File: config.mk
export PLATFORM = sky130hd
export DESIGN_NAME = clock_divider
export DESIGN_NICKNAME = d
export VERILOG_FILES = /design/src/rtl/clock_divider_pkg.sv /design/src/rtl/clock_divider.sv
export SDC_FILE = /design/constraint.sdc
export NUM_CORES = 1
export LEC_CHECK = 0
export ABC_AREA = 1
export BUFFER_PORTS_ARGS = -buffer_cell sky130_fd_sc_hd__buf_2
export CORE_MARGIN = 1
export CORE_UTILIZATION = 52
export DETAILED_ROUTE_END_ITERATION = 12
export PLACE_DENSITY = 0.76
export SETUP_SLACK_MARGIN = 0.15
export SKIP_LAST_GASP = 1
export SLEW_MARGIN = 10
export SYNTH_ARGS = -nofsm -noshare
export SYNTH_HDL_FRONTEND = slang
export SYNTH_SLANG_ARGS = --single-unit
export TNS_END_PERCENT = 5
File: constraint.sdc
create_clock -name clock -period 1.5 [get_ports clock]
set_input_delay 0.075 -clock clock [delete_from_list [all_inputs] [get_ports clock]]
set_output_delay 0.075 -clock clock [all_outputs]
set_load 0.01 [all_outputs]
File: src/rtl/clock_divider_pkg.sv
`default_nettype none
// ============================================================================
// Module      : clock_divider_pkg
// Description : Shared definitions for the programmable clock divider.
//               DEFAULT_WIDTH - default divisor / half-period counter width.
//               divisor_t     - divisor type at the default width.
// Options     : none (the CLOCK_DIVIDER_SAFE_LOAD_EN option lives in the top).
// Revision    : 1.0 - initial release
// ============================================================================
package clock_divider_pkg;

    // Default bit width of the divisor input and the half-period counter.
    localparam int unsigned DEFAULT_WIDTH = 24;

    // Divisor value at the default width (half-period length minus one).
    typedef logic [DEFAULT_WIDTH-1:0] divisor_t;

endpackage : clock_divider_pkg
`default_nettype wire

File: src/rtl/clock_divider.sv
`default_nettype none
// ============================================================================
// Module      : clock_divider
// Description : Programmable integer clock divider with a 50% duty-cycle,
//               fully registered output and a one-cycle rising-edge strobe.
//               f_out = f_clock / (2 * (divisor + 1)).
//
// Parameters  : WIDTH        - divisor / half-period counter width.
//
// Ports       : clock        in   system clock, rising-edge logic only
//               reset_n      in   asynchronous active-low reset
//               divisor      in   [WIDTH] half-period length minus one
//               output_clock out  divided clock, registered
//               rise_strobe  out  one-cycle pulse in the first cycle that
//                                 output_clock reads 1
//
// Options     : CLOCK_DIVIDER_SAFE_LOAD_EN
//                 defined   - divisor is sampled into a shadow register at
//                             each toggle point and in the first cycle after
//                             reset release; half-periods in progress keep
//                             their original length.
//                 undefined - the live divisor is compared every cycle.
//
// Revision    : 1.0 - initial release
// ============================================================================
module clock_divider
    import clock_divider_pkg::*;
#(
    parameter int unsigned WIDTH = DEFAULT_WIDTH
) (
    input  logic             clock,
    input  logic             reset_n,
    input  logic [WIDTH-1:0] divisor,
    output logic             output_clock,
    output logic             rise_strobe
);

    // ------------------------------------------------------------------------
    // Internal state
    // ------------------------------------------------------------------------
    logic [WIDTH-1:0] r_counter;
    logic             r_output_clock;
    logic             r_rise_strobe;

    logic [WIDTH-1:0] w_eff_divisor;
    logic             w_toggle;

`ifdef CLOCK_DIVIDER_SAFE_LOAD_EN
    // ------------------------------------------------------------------------
    // Shadow divisor. r_first marks the first cycle after reset release, where
    // the shadow still holds its reset value; the live divisor is used for
    // that one compare so the very first half-period already has the
    // requested length rather than a spurious length of one.
    // ------------------------------------------------------------------------
    logic [WIDTH-1:0] r_shadow;
    logic             r_first;

    always_ff @(posedge clock or negedge reset_n) begin
        if (!reset_n) begin
            r_shadow <= '0;
            r_first  <= 1'b1;
        end else begin
            r_first <= 1'b0;
            if (r_first || w_toggle) begin
                r_shadow <= divisor;
            end
        end
    end

    assign w_eff_divisor = r_first ? divisor : r_shadow;
`else
    assign w_eff_divisor = divisor;
`endif

    // ------------------------------------------------------------------------
    // Toggle point. The ">=" matters when the divisor is lowered below the
    // current count: the half-period ends on the next edge instead of the
    // counter running all the way round a 2^WIDTH wrap.
    // ------------------------------------------------------------------------
    assign w_toggle = (r_counter >= w_eff_divisor);

    // ------------------------------------------------------------------------
    // Counter, divided clock and strobe. The strobe is computed from the
    // same toggle decision so it rises in the same cycle as output_clock.
    // ------------------------------------------------------------------------
    always_ff @(posedge clock or negedge reset_n) begin
        if (!reset_n) begin
            r_counter      <= '0;
            r_output_clock <= 1'b0;
            r_rise_strobe  <= 1'b0;
        end else begin
            if (w_toggle) begin
                r_counter      <= '0;
                r_output_clock <= ~r_output_clock;
            end else begin
                r_counter      <= r_counter + 1'b1;
            end
            r_rise_strobe <= w_toggle & ~r_output_clock;
        end
    end

    assign output_clock = r_output_clock;
    assign rise_strobe  = r_rise_strobe;

endmodule : clock_divider
`default_nettype wire

* Yosys cells after proc, flatten, opt, wreduce, memory -nomap -nowiden *
Index checks and enable logic that the tools add are counted.

word-level totals
  bits of input ports = 26
  word-level logic and storage cells = 8
  output and inout bits = 2
  register bits after elaboration = 26

cells by class
  $lt $le $gt $ge = 1
  $add $sub $neg = 1
  bitwise gates (word level) = 2
  muxes and demuxes = 1

operator list
  kind                   number
  $add 24x1->24 const B  1
  $ge 24x24->1           1
  $mux 24                1
  $and 1x1->1            1
  $not 1->1              1

* Logic depth before layout (Yosys ltp) *
  depth after elaboration = 2
  depth in mapped cells = 12
  depth with buffers taken out = 12

* Worst setup path before layout *
No wires, ideal clock.

  kind = register -> register
  from = reg r_counter[22]
  to = reg r_counter[0]
  buffers on the path = 1
  setup time = 0.123 ns
  cell stages (with the launch flop) = 12
  slack = -0.132 ns
  arrival time = 1.509 ns
  clock period less this slack = 1.632 ns
  required time = 1.377 ns
  cell sequence = dfrtp_1 ha_1 nand2_1 nor2_2 nand2_1 nor2_2 nand2_1 nor2_1 nand2_1 nand2_2 buf_6 nor2_1

between the ends
  word-level cells in the longest chain between the ends = 2

RTL lines
  what                    RTL line             text
  start, declared         clock_divider.sv:41  logic [WIDTH-1:0] r_counter;
  start signal, assigned  clock_divider.sv:96  r_counter <= r_counter + 1'b1;
  $ge 24x24->1            clock_divider.sv:80  assign w_toggle = (r_counter >= w_eff_divisor);
  $mux 24                 clock_divider.sv:92  if (w_toggle) begin

No other way between the ends.
A chain may end at the register's enable or synchronous reset.

* Final worst setup path *
  from = reg r_counter[22]
  to = reg r_counter[4]

Same word-level chain as after synthesis.

==> summary.txt <==
Power and ir drop
  – Max VDD drop: around 0.38 mV
  – PwrDens: roughly 530 nW/µm²
  – Comb pwr share: 15.5%
  – Sw power: 359 µW
  – Sequential Power Share: approximately half
  – Clock Power Share: between 30% and 40%
  – Switching share of power: 25.5%
  – P_int: 1.05 mW
  – Leakage power: 1.49 nW

Synthesis
  – Ys Warns: 0
  – Part of the Yosys area used for sequential elements: 31.2%
  – Main combinational cell family by area after synthesis: simple AND/OR/NAND/NOR gates
  – Xor/xnor cell area share of the yosys netlist: 7.14%
  – Commonest cells in the netlist: nand2_1, inv_1, nor2_1
  – Cell Area, Synth: 2080 µm²
  – Mapped Nets: 347
  – Predominant post-synthesis flop cell: dfrtp_1
  – Synth Register Bits: 26
  – Post-synthesis simple-gate area fraction: between 30% and 40%
  – Number of synthesized flops with an enable pin: 0
  – Most frequent cell after synthesis: nand2_1
  – Async SR Flop Fraction: 100%
  – Synth Instances: 296
  – Netlist cell types: 21
  – Synth area leader: dfrtp_1
  – Share of Yosys cell area claimed by the top area cell type: 31.2%
  – Adder-cell share of the synthesized area: 15.0%
  – Compound-cell area share of the yosys netlist: 1.80%
  – Syn avg cell area: 7.04 µm²
  – Largest cells by area after synthesis: dfrtp_1, ha_1, nand2_1
  – Mux share of post-synthesis cell area: 0%

Min path
  – Hold WC Path Type: input pin to asynchronous set/reset pin

Worst setup path
  – CP Max Fanout: 6
  – CP max stage delay: 0.43 ns
  – Slowest CP cell: dfrtp_1
  – Buffers & Inverters on Critical Path: 1
  – Crit. End Element: register
  – Worst-path cell chain: ha_4 -> nand2_1 -> nor2_2 -> nand2_1 -> nor2_2 -> nand2_1 -> nor2_1 -> nand2_2 -> nand2_4 -> buf_4 -> nor2_1
  – Family with the most delay on the worst path: simple AND/OR/NAND/NOR gates
  – Kind of critical path: register to register
  – Arrival time worst endpoint: roughly 2.0 ns
  – CP Launch Type: register
  – Critical Path RT: 1.67 ns
  – Crit-path most repeated cell: nand2_1

GRT
  – Wire length of the first global-routing pass: 8060 µm
  – Global-route usage over all layers: 24.4%
  – Grt ovf: 0
  – Vias in the first global route: approximately 2k
  – Antenna violations before repair: 0
  – Pin count of the biggest net entering global routing: 27

Status
  – Failing checks: setup timing
  – Status: finished, violations left

Die
  – Die area: approximately 4300 µm²
  – DIE HEIGHT: 65.3 µm
  – Starting Density: 55.7%
  – Chip width: 65.3 µm
  – Core footprint: 3740 µm²
  – Io pins: 28
  – Core Rows: 22

Drt
  – 1st-pass router iterations: 4
  – Residual DRC count: 0
  – Wire per inst: 11.0 µm
  – Post-Route WL: 4500 µm
  – Via Count: a little under 2k
  – Via/cell ratio: 4.86
  – Antenna-violating nets left: 0
  – DR iter-0 viols: 48

Cells and area
  – Area grow syn2layout: 26.8%
  – Nets: 413
  – Layout cells sized above 1: 23.8%
  – Antenna diodes: 0
  – Final core utilization: a little over two thirds
  – Fillcell total: around 340
  – Post-route cell area: 2640 µm²

STA
  – Setup Skew: 0.00142 ns
  – Final hold vios: 0
  – Period utilization: 121%
  – Relative slew slack: 61.3%
  – F_max: 549 MHz
  – Setup ws final: -0.322 ns
  – Final setup fails: 26
  – Unrepaired setup endpoints after global routing: yes
  – Max Slew Vio Count: 0
  – Worst-Margin Slew: roughly 0.58 ns
  – Tmin final: approximately 1.8 ns

Clock network
  – Worst-Skew Late Latency: 0.27 ns
  – CTS Buf Count: 3
  – # clock sinks: 26
  – Buffer levels on the longest clock path: 2
  – CTS tree: yes
  – Worst-path clk slew: 0.09 ns
  – Root buffer cell: clkbuf_8
  – H-tree levels: 1

Job
  – Maxcap violations: 0

Placement
  – IO Port Bufs: 27
  – HPWL Detailed: between 3000 and 4000 µm
  – Placement Cell Area: 2520 µm²
  – Placer Congestion: 0.906
  – Post-Place Worst Slack: -0.441 ns
-- repair_timing --
item | 4_1_cts | 5_1_grt
setup buffers | 0 | 1
hold endpoints to repair | 26 | 0
hold buffers | 1 | 0
gates cloned | 0 | 0
endpoints found under the setup margin | 26 | 26
pin swaps | 0 | 1
gates resized for setup | 2 | 6
-- power groups by stage --
stage / Combinational, mW / Clock, mW / Sequential (mW)
2_1_floorplan: 0.106 / 0 / 0.750
3_3_place_gp: 0.203 / 0 / 0.738
3_5_place_dp: 0.212 / 0 / 0.738
4_1_cts: 0.215 / 0.464 / 0.724
5_1_grt: 0.255 / 0.492 / 0.727
6_report: 0.218 / 0.462 / 0.725
-- flip-flops by register name (all words and copies together) (netlist names) --
name	flops
r_counter	24
rise_strobe	1
output_clock	1
-- worst paths after layout --
check                      slack (ns)  depth (start not counted)          start            end
max                             -0.32                         11  r_counter[22]   r_counter[4]
min                              0.33                          2        reset_n   output_clock
max reg2reg                     -0.32                         11  r_counter[22]   r_counter[4]
min reg2reg                      0.56                          2   output_clock   output_clock
max in group asynchronous        0.79                          2        reset_n   r_counter[6]
min in group clock               0.43                          8    divisor[23]  r_counter[23]
-- metrics by stage --
stage | cells | hold slack [ns] | TNS, ns | power (mW)
after floorplan | 296 | -0.221 | -2.40 | 0.856
after global placement | 403 | 0.0975 | -8.59 | 0.941
after detailed placement | 403 | 0.111 | -10.46 | 0.950
after CTS | 408 | 0.351 | -8.99 | 1.40
after global routing | 409 | 0.394 | -10.38 | 1.47
final | 409 | 0.331 | -7.72 | 1.41
-- layout by cell type, fill, tap and decap left out, types with 2 or more instances in the layout --
master / Yosys / layout
inv_1: 54 / 54
nor2_4: 1 / 2
xnor2_1: 4 / 4
clkbuf_8: 0 / 4
nand2_1: 78 / 77
nand4_1: 6 / 6
nand3_2: 3 / 3
nor2_1: 49 / 46
a21oi_1: 5 / 5
buf_2: 0 / 27
ha_4: 0 / 2
nand3_1: 15 / 15
inv_2: 2 / 2
nor3_1: 2 / 2
xor2_1: 13 / 13
nor2_2: 5 / 7
nand2_2: 2 / 2
ha_1: 25 / 23
buf_4: 0 / 34
dfrtp_1: 26 / 26
-- final cells by class --
class	instances	area, µm²	share of cell area, %
clock buffer	4	55.1	2.08
inverter	56	210	7.95
multi-input combinational	212	1250	47.2
sequential	26	651	24.6
tap	48	60.1	2.27
timing repair buffer	63	420	15.9
-- kinds of logic (layout without fill, tap and decap cells) --
| logic type | after synthesis | count (layout) |
|---|---|---|
| simple gates | 163 | 163 |
| flops | 26 | 26 |
| compound gates | 7 | 7 |
| xor+xnor | 17 | 17 |
| buf+inv | 58 | 123 |
| fa+ha+maj | 25 | 25 |
-- layer usage --
| metal | track usage [%] | routed length (µm) | up-vias |
|---|---|---|---|
| li1 | - | - | 1032 |
| met1 | 28.5 | 1980 | 902 |
| met2 | 44.5 | 2260 | 46 |
| met3 | 3.47 | 196 | 9 |
| met4 | 9.24 | 70 | 0 |
| met5 | 0 | 0 | - |
Power figures use the tool's default switching activity.
